### src/rtl/out_pkg.sv
// Shared types and defaults for the 7-segment output write path.
// Slot/data widths here must match the output block that consumes them.
package out_pkg;

    localparam int SLOT_W_DEF = 3;
    localparam int DATA_W_DEF = 16;

    typedef enum logic [1:0] {
        IDLE  = 2'd0,
        LOAD  = 2'd1,
        ISSUE = 2'd2
    } arb_state_t;

    // Index width never collapses to 0, so a single requester still has a 1-bit id.
    function automatic int idx_w(input int n);
        return (n <= 1) ? 1 : $clog2(n);
    endfunction

endpackage

### src/rtl/out_write_arbiter_if.sv
// Requester-side and output-block-side signals of the display write arbiter.
// master = requesters/output block view, slave = arbiter view.
interface out_write_arbiter_if #(
    parameter int NREQ   = 4,
    parameter int SLOT_W = out_pkg::SLOT_W_DEF,
    parameter int DATA_W = out_pkg::DATA_W_DEF
);
    import out_pkg::*;

    localparam int IDX_W = idx_w(NREQ);

    logic [NREQ-1:0]        req;
    logic [NREQ*SLOT_W-1:0] req_sel;
    logic [NREQ*DATA_W-1:0] req_val1;
    logic [NREQ*DATA_W-1:0] req_val2;
    logic [NREQ-1:0]        ack;
    logic [DATA_W-1:0]      outval1;
    logic [DATA_W-1:0]      outval2;
    logic [SLOT_W-1:0]      outsel;
    logic                   outdisplay;
    logic                   busy;
    logic [IDX_W-1:0]       grant_id;

    modport master (
        output req, req_sel, req_val1, req_val2,
        input  ack, outval1, outval2, outsel, outdisplay, busy, grant_id
    );

    modport slave (
        input  req, req_sel, req_val1, req_val2,
        output ack, outval1, outval2, outsel, outdisplay, busy, grant_id
    );

endinterface

### src/rtl/out_write_arbiter_rr_pick.sv
// Combinational round-robin picker: first set req bit at or after i_ptr, wrapping modulo NREQ.
// Zero latency; o_vld low when no request is pending.
module rr_pick
    import out_pkg::*;
#(
    parameter int NREQ  = 4,
    parameter int IDX_W = idx_w(NREQ)
) (
    input  logic [NREQ-1:0]  i_req,
    input  logic [IDX_W-1:0] i_ptr,
    output logic             o_vld,
    output logic [IDX_W-1:0] o_idx
);

    int w_j;

    // Scan from the farthest offset down so the nearest hit is written last and wins.
    always_comb begin
        o_vld = 1'b0;
        o_idx = '0;
        w_j   = 0;
        for (int k = NREQ - 1; k >= 0; k--) begin
            w_j = int'(i_ptr) + k;
            if (w_j >= NREQ) begin
                w_j = w_j - NREQ;
            end
            if (i_req[w_j]) begin
                o_vld = 1'b1;
                o_idx = IDX_W'(w_j);
            end
        end
    end

endmodule

### src/rtl/out_write_arbiter.sv
// Round-robin share of the display write port; grant->strobe 2 edges, one write per 3 cycles.
// req is a level held until ack; OUT_ARB_PRIO_EN gives requester 0 fixed top priority.
module out_write_arbiter
    import out_pkg::*;
#(
    parameter int NREQ   = 4,
    parameter int SLOT_W = SLOT_W_DEF,
    parameter int DATA_W = DATA_W_DEF
) (
    input  logic               clock,
    input  logic               reset,
    out_write_arbiter_if.slave bus
);

    localparam int IDX_W = idx_w(NREQ);

    arb_state_t        r_state;
    logic [IDX_W-1:0]  r_rr_ptr;
    logic [IDX_W-1:0]  r_grant_id;
    logic [NREQ-1:0]   r_ack;
    logic [DATA_W-1:0] r_outval1;
    logic [DATA_W-1:0] r_outval2;
    logic [SLOT_W-1:0] r_outsel;
    logic              r_outdisplay;
    logic              r_busy;

    logic [NREQ-1:0]   w_rr_req;
    logic              w_rr_vld;
    logic [IDX_W-1:0]  w_rr_idx;
    logic              w_vld;
    logic [IDX_W-1:0]  w_g;
    logic [IDX_W-1:0]  w_ptr_nxt;

`ifdef OUT_ARB_PRIO_EN
    // Requester 0 bypasses the rotation; the others keep rotating among themselves.
    assign w_rr_req = bus.req & ~NREQ'(1);
    assign w_vld    = bus.req[0] | w_rr_vld;
    assign w_g      = bus.req[0] ? '0 : w_rr_idx;
`else
    assign w_rr_req = bus.req;
    assign w_vld    = w_rr_vld;
    assign w_g      = w_rr_idx;
`endif

    rr_pick #(
        .NREQ  (NREQ),
        .IDX_W (IDX_W)
    ) u_pick (
        .i_req (w_rr_req),
        .i_ptr (r_rr_ptr),
        .o_vld (w_rr_vld),
        .o_idx (w_rr_idx)
    );

    // Wrap is modulo NREQ, not modulo 2^IDX_W.
    assign w_ptr_nxt = (r_grant_id == IDX_W'(NREQ - 1)) ? '0 : r_grant_id + IDX_W'(1);

    always_ff @(posedge clock) begin
        if (reset) begin
            r_state      <= IDLE;
            r_rr_ptr     <= '0;
            r_grant_id   <= '0;
            r_ack        <= '0;
            r_outval1    <= '0;
            r_outval2    <= '0;
            r_outsel     <= '0;
            r_outdisplay <= 1'b0;
            r_busy       <= 1'b0;
        end else begin
            case (r_state)
                IDLE: begin
                    r_ack        <= '0;
                    r_outdisplay <= 1'b0;
                    if (w_vld) begin
                        r_outsel   <= bus.req_sel[int'(w_g)*SLOT_W +: SLOT_W];
                        r_outval1  <= bus.req_val1[int'(w_g)*DATA_W +: DATA_W];
                        r_outval2  <= bus.req_val2[int'(w_g)*DATA_W +: DATA_W];
                        r_grant_id <= w_g;
                        r_busy     <= 1'b1;
                        r_state    <= LOAD;
                    end
                end
                LOAD: begin
                    r_outdisplay <= 1'b1;
                    r_ack        <= NREQ'(1) << r_grant_id;
`ifdef OUT_ARB_PRIO_EN
                    if (r_grant_id != '0) begin
                        r_rr_ptr <= w_ptr_nxt;
                    end
`else
                    r_rr_ptr <= w_ptr_nxt;
`endif
                    r_state <= ISSUE;
                end
                ISSUE: begin
                    // Gap cycle: req is not looked at so the acked requester can drop it.
                    r_outdisplay <= 1'b0;
                    r_ack        <= '0;
                    r_busy       <= 1'b0;
                    r_state      <= IDLE;
                end
                default: begin
                    r_outdisplay <= 1'b0;
                    r_ack        <= '0;
                    r_busy       <= 1'b0;
                    r_state      <= IDLE;
                end
            endcase
        end
    end

    assign bus.ack        = r_ack;
    assign bus.outval1    = r_outval1;
    assign bus.outval2    = r_outval2;
    assign bus.outsel     = r_outsel;
    assign bus.outdisplay = r_outdisplay;
    assign bus.busy       = r_busy;
    assign bus.grant_id   = r_grant_id;

endmodule

### src/flat_wrapper.sv
// flat-port wrapper written by rule: the top's interface ports become plain ports
module out_write_arbiter_flat import out_pkg::*;
#(
    parameter int NREQ   = 4,
    parameter int SLOT_W = SLOT_W_DEF,
    parameter int DATA_W = DATA_W_DEF
)
  (clock, reset, bus_req, bus_req_sel, bus_req_val1, bus_req_val2, bus_ack, bus_outval1, bus_outval2, bus_outsel, bus_outdisplay, bus_busy, bus_grant_id);
  out_write_arbiter_if #(.NREQ(NREQ), .SLOT_W(SLOT_W), .DATA_W(DATA_W)) bus_i ();
  input  logic clock;
  input  logic reset;
  input wire logic [$bits(bus_i.req)-1:0] bus_req;
  input wire logic [$bits(bus_i.req_sel)-1:0] bus_req_sel;
  input wire logic [$bits(bus_i.req_val1)-1:0] bus_req_val1;
  input wire logic [$bits(bus_i.req_val2)-1:0] bus_req_val2;
  output wire logic [$bits(bus_i.ack)-1:0] bus_ack;
  output wire logic [$bits(bus_i.outval1)-1:0] bus_outval1;
  output wire logic [$bits(bus_i.outval2)-1:0] bus_outval2;
  output wire logic [$bits(bus_i.outsel)-1:0] bus_outsel;
  output wire logic [$bits(bus_i.outdisplay)-1:0] bus_outdisplay;
  output wire logic [$bits(bus_i.busy)-1:0] bus_busy;
  output wire logic [$bits(bus_i.grant_id)-1:0] bus_grant_id;
  assign bus_i.req = bus_req;
  assign bus_i.req_sel = bus_req_sel;
  assign bus_i.req_val1 = bus_req_val1;
  assign bus_i.req_val2 = bus_req_val2;
  assign bus_ack = bus_i.ack;
  assign bus_outval1 = bus_i.outval1;
  assign bus_outval2 = bus_i.outval2;
  assign bus_outsel = bus_i.outsel;
  assign bus_outdisplay = bus_i.outdisplay;
  assign bus_busy = bus_i.busy;
  assign bus_grant_id = bus_i.grant_id;
  out_write_arbiter #(.NREQ(NREQ), .SLOT_W(SLOT_W), .DATA_W(DATA_W)) u_core (.clock(clock), .reset(reset), .bus(bus_i));
endmodule
### config.mk
export PLATFORM = sky130hd
export DESIGN_NAME = out_write_arbiter_flat
export DESIGN_NICKNAME = d
export VERILOG_FILES = /design/src/rtl/out_pkg.sv /design/src/rtl/out_write_arbiter_if.sv /design/src/rtl/out_write_arbiter_rr_pick.sv /design/src/rtl/out_write_arbiter.sv /design/src/flat_wrapper.sv
export SDC_FILE = /design/constraint.sdc
export NUM_CORES = 1
export LEC_CHECK = 0
export CORE_AREA = 8 8 96 98
export CTS_CLUSTER_SIZE = 12
export DETAILED_ROUTE_END_ITERATION = 8
export DIE_AREA = 0 0 104 106
export PLACE_DENSITY = 0.8
export SLEW_MARGIN = 15
export SYNTH_ARGS = -nofsm -noshare
export SYNTH_HDL_FRONTEND = slang
export SYNTH_SLANG_ARGS = --single-unit
### constraint.sdc
create_clock -name clock -period 1.8 [get_ports clock]
set_input_delay 0.18 -clock clock [delete_from_list [all_inputs] [get_ports clock]]
set_output_delay 0.18 -clock clock [all_outputs]
set_load 0.005 [all_outputs]
# Word level (Yosys, flattened, before mapping)
# Cells that the tools add are included.
# classes
n_shift,4
n_mux,30
reduce_logical,4
eq_ne,3
bitwise,1
addsub,8
magnitude_cmp,8
n_mul,1
# ops
op,count
$lt 32x4->1 const B,4
$mux 32,4
$shiftx 64x7->16,2
$ge 32x4->1 const B,1
$shiftx 12x32->3,1
$sub 32x4->32 const B,1
$mux 1,14
$mux 2,6
$bmux 1 s2,4
$sub 3x3->4 const B,2
$add 2x2->3 const B,2
$ge 3x3->1 const B,2
$mul 2x2->4 const B,1
$pmux 2 s2,1
$reduce_and 2->1,2
$shl 1x2->4 const A,1
$sub 2x3->4 const B,1
$add 2x1->3 const B,1
$ge 2x3->1 const B,1
$add 2x1->2 const B,1
$eq 2x1->1 const B,1
$eq 2x2->1 const B,1
$logic_not 2->1,1
$ne 2x2->1 const B,1
other kinds (3),3
# totals
register_bits,47
out_inout_bits,43
wordCells,68

# Logic depth before layout (Yosys ltp)
# Gate-level depths: netlist (run 1).
# depth
word_depth,12
ltp_mapped,7
ltp_nobuf,5

# By module
# Synthesis (run 1) repeated with hierarchy kept, for this count alone.
# unflattened
hier_cells,170
area_unflattened_um2,2482.4
# modules_own_cells
module,n_inst,cells_per_inst,area_each_um2,seq_area_each_um2
out_write_arbiter,1,157,2404.8,940.9
rr_pick,1,13,77.6,0.0

# Least setup slack after synthesis (run 1)
# OpenSTA, ideal clock, no wires.
# synth_path
path_kind,register to register
start,register u_core.r_rr_ptr[1]
end,"register u_core.r_outsel[0], in the netlist u_core.bus.outsel[0]"
path_buffers,2
path_stages_with_launch,8
setup_ns,0.128
path_slack_ns,0.284
synth_period_minus_slack_ns,1.516
t_arrival_ns,1.389
cell_sequence,dfxtp_1 -> a21oi_1 -> o21ai_0 -> a21oi_1 -> buf_2 -> buf_2 -> mux2i_1 -> o221ai_2
# synth_via
elab_chain_cells,12
word_cells_on_any_way,38
cone_classes,7 x add/sub; 1 x mul; 4 x order compare; 1 x shift; 24 x mux; 1 x reduce/logical
# synth_lines
element,line,text
start: declaration,out_write_arbiter.sv:18,logic [IDX_W-1:0] r_rr_ptr;
start signal: assignment,out_write_arbiter.sv:91,r_rr_ptr <= w_ptr_nxt;
$add 2x2->3,out_write_arbiter_rr_pick.sv:23,w_j = int'(i_ptr) + k;
$sub 32x4->32 / $ge 32x4->1 (equally long branches),"out_write_arbiter_rr_pick.sv:25, out_write_arbiter_rr_pick.sv:24",
$mux 32,out_write_arbiter_rr_pick.sv:24,if (w_j >= NREQ) begin
$bmux 1 s2,out_write_arbiter_rr_pick.sv:27,if (i_req[w_j]) begin
$mux 1 (not written as such) (2 in a row),out_write_arbiter_rr_pick.sv:27,
$mux 2 (4 in a row),out_write_arbiter_rr_pick.sv:27,
$mul 2x2->4,out_write_arbiter.sv:75,r_outsel <= bus.req_sel[int'(w_g)*SLOT_W +: SLOT_W];
$shiftx 12x32->3,out_write_arbiter.sv:75,
end signal: assignment,out_write_arbiter.sv:75,
end: declaration,out_write_arbiter.sv:23,logic [SLOT_W-1:0] r_outsel;
# Several ways; a longest one is shown, not always the timed one. The select of a mux whose other input is x is not followed.
# A chain may end at the register's enable or synchronous reset.

# Worst setup path after layout (run 1)
# layout_path
start,input bus_req[1]
end,"register u_core.r_outval2[1], in the netlist u_core.bus.outval2[1]"
# layout_via
elab_chain_cells,8
word_cells_on_any_way,22
cone_classes,1 x shift; 20 x mux; 1 x reduce/logical
# layout_lines
element,line,text
start: declaration,flat_wrapper.sv:12,input wire logic [$bits(bus_i.req)-1:0] bus_req;
$bmux 1 s2,out_write_arbiter_rr_pick.sv:27,
$mux 1 (not written as such) (2 in a row),out_write_arbiter_rr_pick.sv:27,
$mux 2 / $mux 1 (equally long branches) (4 in a row),out_write_arbiter_rr_pick.sv:27,
$shiftx 64x7->16 / $reduce_and 2->1 (equally long branches),n/a,
end signal: assignment,out_write_arbiter.sv:77,r_outval2 <= bus.req_val2[int'(w_g)*DATA_W +: DATA_W];
end: declaration,out_write_arbiter.sv:22,logic [DATA_W-1:0] r_outval2;
# Several ways; a longest one is shown, not always the timed one. The select of a mux whose other input is x is not followed.

==> run summary, run 1 <==
- number of synthesized register bits: 47
- power per cell area: 665.8 nW/um2
- DRC viols: 0
- Critical Path End Type: flip-flop
- post-layout minimum cycle time: 1.707 ns
- data required time at the worst endpoint: 1.97 ns
- core box area: 7845 um2
- Final ANT Viol Nets: 0
- cell area reported after detailed placement: 4656 um2
- setup tns final: 0 ns
- TritonCTS clock tree: built
- deepest clock path buffer count: 2
- unique cell type count in the Yosys netlist: 22
- H-tree depth reported by CTS: 2
- chip height: 106 um
- WS Path Type: in -> reg
- final max-slew violation count: 0
- Crit Reg-Reg Startpoint: u_core.r_rr_ptr[0]
- width of the die: 104 um
- switch share: 0.2733
- top cells by area in the synthesized netlist: sky130_fd_sc_hd__dfxtp_1 37%, sky130_fd_sc_hd__mux2i_1 29%, sky130_fd_sc_hd__o221ai_1 9.0%
- vias per cell: 4.973
- final standard cell count with taps included and fillers excluded: 552
- number of max-cap violations: 0
- final clock period utilization by the worst path: 0.9482
- path category of the worst min-delay check: reg -> reg
- Routed Wire Length: 9785 um
- I/O pins: 189
- number of buffers inserted by port buffering: 188
- clk_lat worst skew: 0.30 ns
- share of total power in combinational logic: 0.387
- actual slew at the worst max-slew pin: 0.3385 ns
- hold path start: u_core.bus.outval1[13]
- maximum number of pins on one net before global-route repair: 28
- first-pass GRT wire length: 15,530 um
- number of antenna violations at the first check in global routing: 0
- clk root buf: sky130_fd_sc_hd__clkbuf_8
- power share of the clock group: 0.222
- Remaining Overflow, GRT: 0
- Die Outline Area: 11,020 um2
- maximum clock frequency: 585.9 MHz
- routed via count: 2,745
- Lkg Pwr: 0.001816 uW
- critical path arrival: 1.87 ns
- net count of the mapped netlist: 394
- cell count after placement: 538
- number of DRC markers after the initial detailed-route iteration: 41
- final hold viol count: 0
- diodes inserted: 0
- post-synthesis instance area: 2540 um2
- VDD IR max: 0.3282 mV
- clock tree sinks: 47
- worst-path maximum fanout: 21
- Flop pwr share: 0.391
- unrepaired setup endpoints after global routing: yes
- Final Cell Area: 4812 um2
- result of the run: completed
- total internal power: 2328 uW
- Area growth, synth to finish: 89.46%
- Avg Synthesized Cell Area: 10.28 um2
- number of iterations in the first detailed-routing pass: 4
- worst hold margin: 0.4655 ns
- final RePlAce weighted congestion: 0.7677
- post-detail-place hpwl: 8044 um
- number of buffers inserted during clock tree synthesis: 5
- remaining max-slew budget at the tightest pin: 0.7738
- Seq/Total Area, Yosys: 0.3704
- Critical Path Source Type: primary input
- Net Sw Power: 875.5 uW
- via count of the first global-routing pass: 3,075
- Syn Inst Count: 247
- cell type with the highest aggregate area in the netlist: sky130_fd_sc_hd__dfxtp_1
- nets@finish: 593
- worst setup timing slack at the placement stage: -0.2605 ns
- worst clock skew: 0.006014 ns
- num rows: 33
- clk slew on worst S/H paths: 0.09 ns
- post-DR wirelength/cell: 17.73 um
- layout cell share with drive strength beyond 1: 0.1119
- post-route worst setup slack: 0.09319 ns
- worst setup path startpoint: bus_req[1]
- Warnings, synthesis: 0
- Final Setup Violations: 0
- GRT Util Overall: 0.1705
- number of buffers added to fix hold violations after cts: 0
- initial cell density of the core: 0.3238
- post-synth top area share: 0.3704
worst max-delay path, stage by stage:
cell and delay [ns]:
sky130_fd_sc_hd__clkdlybuf4s50_1 0.52, sky130_fd_sc_hd__inv_1 0.08, sky130_fd_sc_hd__a221o_1 0.30, sky130_fd_sc_hd__a21oi_1 0.15, sky130_fd_sc_hd__buf_4 0.14, sky130_fd_sc_hd__nand2b_2 0.17, sky130_fd_sc_hd__buf_12 0.18, sky130_fd_sc_hd__o221ai_1 0.14
cells by family (layout without fill, tap and decap cells):
family / count (synthesis) / in the layout / synth area share
AND/OR/NAND/NOR: 56 / 56 / 0.1015
adder cells (fa/ha/maj): 1 / 1 / 0.004925
AO/OA/AOI/OAI: 45 / 45 / 0.1744
flip-flops: 47 / 47 / 0.3704
buffers and inverters: 25 / 225 / 0.06108
multiplexers: 73 / 73 / 0.2877
per-layer routing:
metal  up-vias  track usage  part of all wire
met5         -            0                 0
met4         0      0.05584             0.022
met3        15      0.05868             0.076
met2       114       0.3144              0.52
met1      1297       0.1778              0.39
li1       1319            -                 -
sequential cells by signal, summed over array words and instances (netlist names):
register,count
u_core.bus.ack,4
u_core.r_state,2
u_core.bus.busy,1
u_core.bus.outdisplay,1
u_core.bus.outval2,16
u_core.bus.outsel,3
u_core.bus.grant_id,2
u_core.bus.outval1,16
u_core.r_rr_ptr,2
timing repair:
| action | in CTS | in global routing |
|---|---|---|
| resized for setup | 0 | 4 |
| endpoints found under the setup margin | 0 | 29 |
| hold endpoints to repair | 0 | 0 |
| setup buffers | 0 | 6 |
cell usage in the layout (no fill, tap or decap):
master	instances
sky130_fd_sc_hd__a311o_4	1
sky130_fd_sc_hd__nand2b_1	2
sky130_fd_sc_hd__clkdlybuf4s50_1	188
sky130_fd_sc_hd__o21ai_1	1
sky130_fd_sc_hd__nand2_1	36
sky130_fd_sc_hd__buf_4	17
sky130_fd_sc_hd__inv_1	5
sky130_fd_sc_hd__nor2b_2	1
sky130_fd_sc_hd__and3_1	1
sky130_fd_sc_hd__nor2_1	8
sky130_fd_sc_hd__mux2i_1	70
sky130_fd_sc_hd__clkbuf_8	7
sky130_fd_sc_hd__a221o_1	1
sky130_fd_sc_hd__dfxtp_1	47
sky130_fd_sc_hd__buf_12	7
sky130_fd_sc_hd__a21oi_4	1
sky130_fd_sc_hd__ha_1	1
sky130_fd_sc_hd__mux2i_2	3
sky130_fd_sc_hd__nand2b_2	1
sky130_fd_sc_hd__o221ai_1	26
sky130_fd_sc_hd__a21oi_1	5
sky130_fd_sc_hd__nor3b_1	1
sky130_fd_sc_hd__clkbuf_1	1
sky130_fd_sc_hd__and3b_1	1
sky130_fd_sc_hd__nor2_8	1
sky130_fd_sc_hd__o221ai_2	10
sky130_fd_sc_hd__nand2_2	1
sky130_fd_sc_hd__nor2b_1	3
power by group through the flow:
stage | registers (uW) | clock network [uW] | logic (uW)
5_1_grt | 1270 | 771 | 1330
3_3_place_gp | 1270 | 0 | 1200
2_1_floorplan | 1270 | 0 | 477
6_report | 1250 | 712 | 1240
4_1_cts | 1250 | 732 | 1230
3_5_place_dp | 1270 | 0 | 1230
stage by stage:
| step | power (uW) | utilization |
|---|---|---|
| floorplan | 1752 | - |
| global placement | 2473 | 0.5935 |
| detailed placement | 2499 | 0.5935 |
| CTS | 3213 | 0.6062 |
| global route | 3373 | 0.6134 |
| finish | 3204 | 0.6134 |
Yosys cell counts:
master,count
sky130_fd_sc_hd__and3_1,1
sky130_fd_sc_hd__buf_2,13
sky130_fd_sc_hd__nor3b_1,1
sky130_fd_sc_hd__ha_1,1
sky130_fd_sc_hd__dfxtp_1,47
sky130_fd_sc_hd__nand2b_1,3
sky130_fd_sc_hd__nand2_2,1
sky130_fd_sc_hd__inv_1,5
sky130_fd_sc_hd__nor2_8,1
sky130_fd_sc_hd__a21oi_1,6
sky130_fd_sc_hd__a311o_4,1
sky130_fd_sc_hd__and3b_1,1
sky130_fd_sc_hd__a221o_1,1
sky130_fd_sc_hd__o221ai_2,10
sky130_fd_sc_hd__o221ai_1,26
sky130_fd_sc_hd__nor2b_1,4
sky130_fd_sc_hd__nor2_1,8
sky130_fd_sc_hd__buf_4,2
sky130_fd_sc_hd__o21ai_0,1
sky130_fd_sc_hd__mux2i_1,73
sky130_fd_sc_hd__buf_6,5
sky130_fd_sc_hd__nand2_1,36
final timing paths:
kind,to,slack [ns],depth (start not counted)
worst max-delay path,u_core.bus.outval2[1],0.09,8
worst max register to register,u_core.bus.outval2[1],0.10,7
worst min-delay path,u_core.bus.outval1[13],0.47,2
worst min register to register,u_core.bus.outval1[13],0.47,2
cell type report:
type	instances	area (um2)
Inverter	5	18.77
Tap cell	105	131.4
Timing Repair Buffer	212	2150
Clock buffer	8	100.1
Sequential cell	47	940.9
Fill cell	676	3033
Multi-Input combinational cell	175	1471
Note: power is estimated with default switching activity, not from simulation.
==> run 2: changes to the inputs <==
PLACE_DENSITY = 0.89   (was 0.8)
==> run 2 against run 1 <==
Effect of this change: sequential share of layout area is essentially flat; maximum frequency fell by 0.60%; clock-buffer cell count fell by 1; hold slack improved by 0.0064 ns; global-route usage fell by 0.21 points; core utilization fell by 0.13 points; critical path depth is 1 lower.
==> run summary, run 2 (synthesis results as in run 1) <==
- result of the run: completed
- number of buffers inserted by port buffering: 188, unchanged
- vias per cell: 4.942, -0.62%
- worst-path maximum fanout: 27, +29%
- remaining max-slew budget at the tightest pin: 0.7718, -0.002000
- post-DR wirelength/cell: 17.41 um, -1.8%
- final RePlAce weighted congestion: 0.7794, +1.5%
- number of max-cap violations: 0, unchanged
- critical path arrival: 1.89 ns, +0.02 ns
- met3 usage: 0.05142, -0.007260
- global route hottest layer: met2
- combined flip-flop and latch cell area: 940.9 um2, unchanged
- diodes inserted: 0, unchanged
- final max-slew violation count: 0, unchanged
- DRC viols: 0, unchanged
- Critical Path Source Type: primary input
- num rows: 33, unchanged
- via count of the first global-routing pass: 3,130, +1.8%
- unrepaired setup endpoints after global routing: no
- H-tree depth reported by CTS: 2, unchanged
- maximum number of pins on one net before global-route repair: 28, unchanged
- deepest clock path buffer count: 2, unchanged
- width of the die: 104 um, unchanged
- Final ANT Viol Nets: 0, unchanged
- GRT Util Overall: 0.1685, -0.002072
- first-pass GRT wire length: 15,420 um, -0.71%
- worst clock skew: 0.003653 ns, -0.002360 ns
- met1 layer usage reported by global route: 0.1687, -0.009057
- number of fillers in the final layout: 642, -5.0%
- TritonCTS clock tree: built
- clk slew on worst S/H paths: 0.08 ns, about the same
- highest-count cells in the layout ignoring fill and taps: 188 x sky130_fd_sc_hd__clkdlybuf4s50_1, 70 x sky130_fd_sc_hd__mux2i_1, 47 x sky130_fd_sc_hd__dfxtp_1
- core box area: 7845 um2, unchanged
- met2 track demand over resource in global routing: 0.3217, +0.007333
- clk root buf: sky130_fd_sc_hd__clkbuf_8
- final clock period utilization by the worst path: 0.9539, +0.005678
- VDD IR max: 0.3470 mV, +5.8%
- number of antenna violations at the first check in global routing: 0, unchanged
- maximum clock frequency: 582.4 MHz, -0.60%
- WS Path Type: in -> reg
- final design utilization: 0.6121, -0.001276
- layout cell share with drive strength beyond 1: 0.1099, -0.001991
- number of buffers added to fix hold violations after cts: 0, unchanged
- Critical Path End Type: flip-flop
- I/O pins: 189, unchanged
- most common cell after layout, fill and taps aside: sky130_fd_sc_hd__clkdlybuf4s50_1
- Remaining Overflow, GRT: 0, unchanged
- post-layout minimum cycle time: 1.717 ns, +0.01022 ns
- number of buffers inserted during clock tree synthesis: 5, unchanged
- initial cell density of the core: 0.3238, unchanged
- area of the multi-input gates: 1475 um2, +0.25%
- number of DRC markers after the initial detailed-route iteration: 37, -9.8%
- final hold viol count: 0, unchanged
- chip height: 106 um, unchanged
- actual slew at the worst max-slew pin: 0.3387 ns, +0.0001178 ns
- path category of the worst min-delay check: reg -> reg
- routed via count: 2,723, -0.80%
- Area growth, synth to finish: 89.06%
- Lkg Pwr: 0.001804 uW, -0.67%
- Post-CTS Setup Bufs: 0, unchanged
- clock tree sinks: 47, unchanged
- Routed Wire Length: 9592 um, -2.0%
- post-detail-place hpwl: 8049 um, about the same
- number of iterations in the first detailed-routing pass: 6, +2
- Final Setup Violations: 0, unchanged
- clk_lat worst skew: 0.29 ns, about the same
- worst hold margin: 0.4718 ns, +0.006397 ns
- nets@finish: 592, -0.17%
- power per cell area: 647.3 nW/um2, -2.8%
- Die Outline Area: 11,020 um2, unchanged
- data required time at the worst endpoint: 1.98 ns, about the same
run 2: cell count changes in the layout (fill, tap and decap cells not counted), sizes merged:
| cell | delta |
|---|---|
| buf | -1 |
| clkbuf | -1 |
| clkinv | +1 |
run 2: final timing paths:
check	from	endpoint	slack, ns	depth (start not counted)
setup / recovery	bus_req[0]	u_core.bus.outval1[7]	0.08	7
hold / removal	u_core.bus.outval1[3]	u_core.bus.outval1[3]	0.47	2
setup reg to reg	u_core.r_rr_ptr[1]	u_core.bus.outval2[8]	0.13	7
hold reg to reg	u_core.bus.outval1[3]	u_core.bus.outval1[3]	0.47	2
run 2: repair_timing:
action	4_1_cts	5_1_grt
gates resized for setup	0	4
endpoints found under the setup margin	0	11
hold endpoints to repair	0	0
run 2: where the power goes:
part | leakage [uW] | internal [uW] | switching (uW) | total [uW]
sequential | 0.000388 | 1170 | 79.4 | 1250
combinational | 0.00137 | 804 | 435 | 1240
clock | 0.0000422 | 274 | 343 | 617
total | 0.00180 | 2250 | 858 | 3110
run 2: worst max-delay path, cell delays in order:
cell and delay, ns:
sky130_fd_sc_hd__clkdlybuf4s50_1 0.48, sky130_fd_sc_hd__a21oi_2 0.16, sky130_fd_sc_hd__o21ai_0 0.14, sky130_fd_sc_hd__a21oi_4 0.22
sky130_fd_sc_hd__buf_12 0.23, sky130_fd_sc_hd__mux2i_1 0.33, sky130_fd_sc_hd__o221ai_2 0.12
run 2: layout make-up:
cell class,instances,share of cell area
repair buffers,211,0.4487
multi-input cells,175,0.3072
flip-flops and latches,47,0.1959
well taps,105,0.02736
clock buffers,7,0.01589
inverters,5,0.003908
clock inverters,1,0.001042
run 2: metal layers:
metal  up-vias  wire length (um)
li1       1322                 -
met1      1263              3673
met2       124              5047
met3        14               648
met4         0               223
met5         -                 0
run 2: through the flow:
stage / setup TNS (ns) / setup slack, ns / cells / instance area, um2 / total power (uW)
after floorplan: 0 / 0.2837 / 247 / 2540 / 1752
after global placement: -4.990 / -0.2017 / 543 / 4706 / 2488
after detailed placement: -6.687 / -0.2769 / 543 / 4706 / 2519
after CTS: 0 / 0.04863 / 551 / 4787 / 3148
after global routing: 0 / 0.002508 / 551 / 4802 / 3293
final: 0 / 0.08297 / 551 / 4802 / 3109
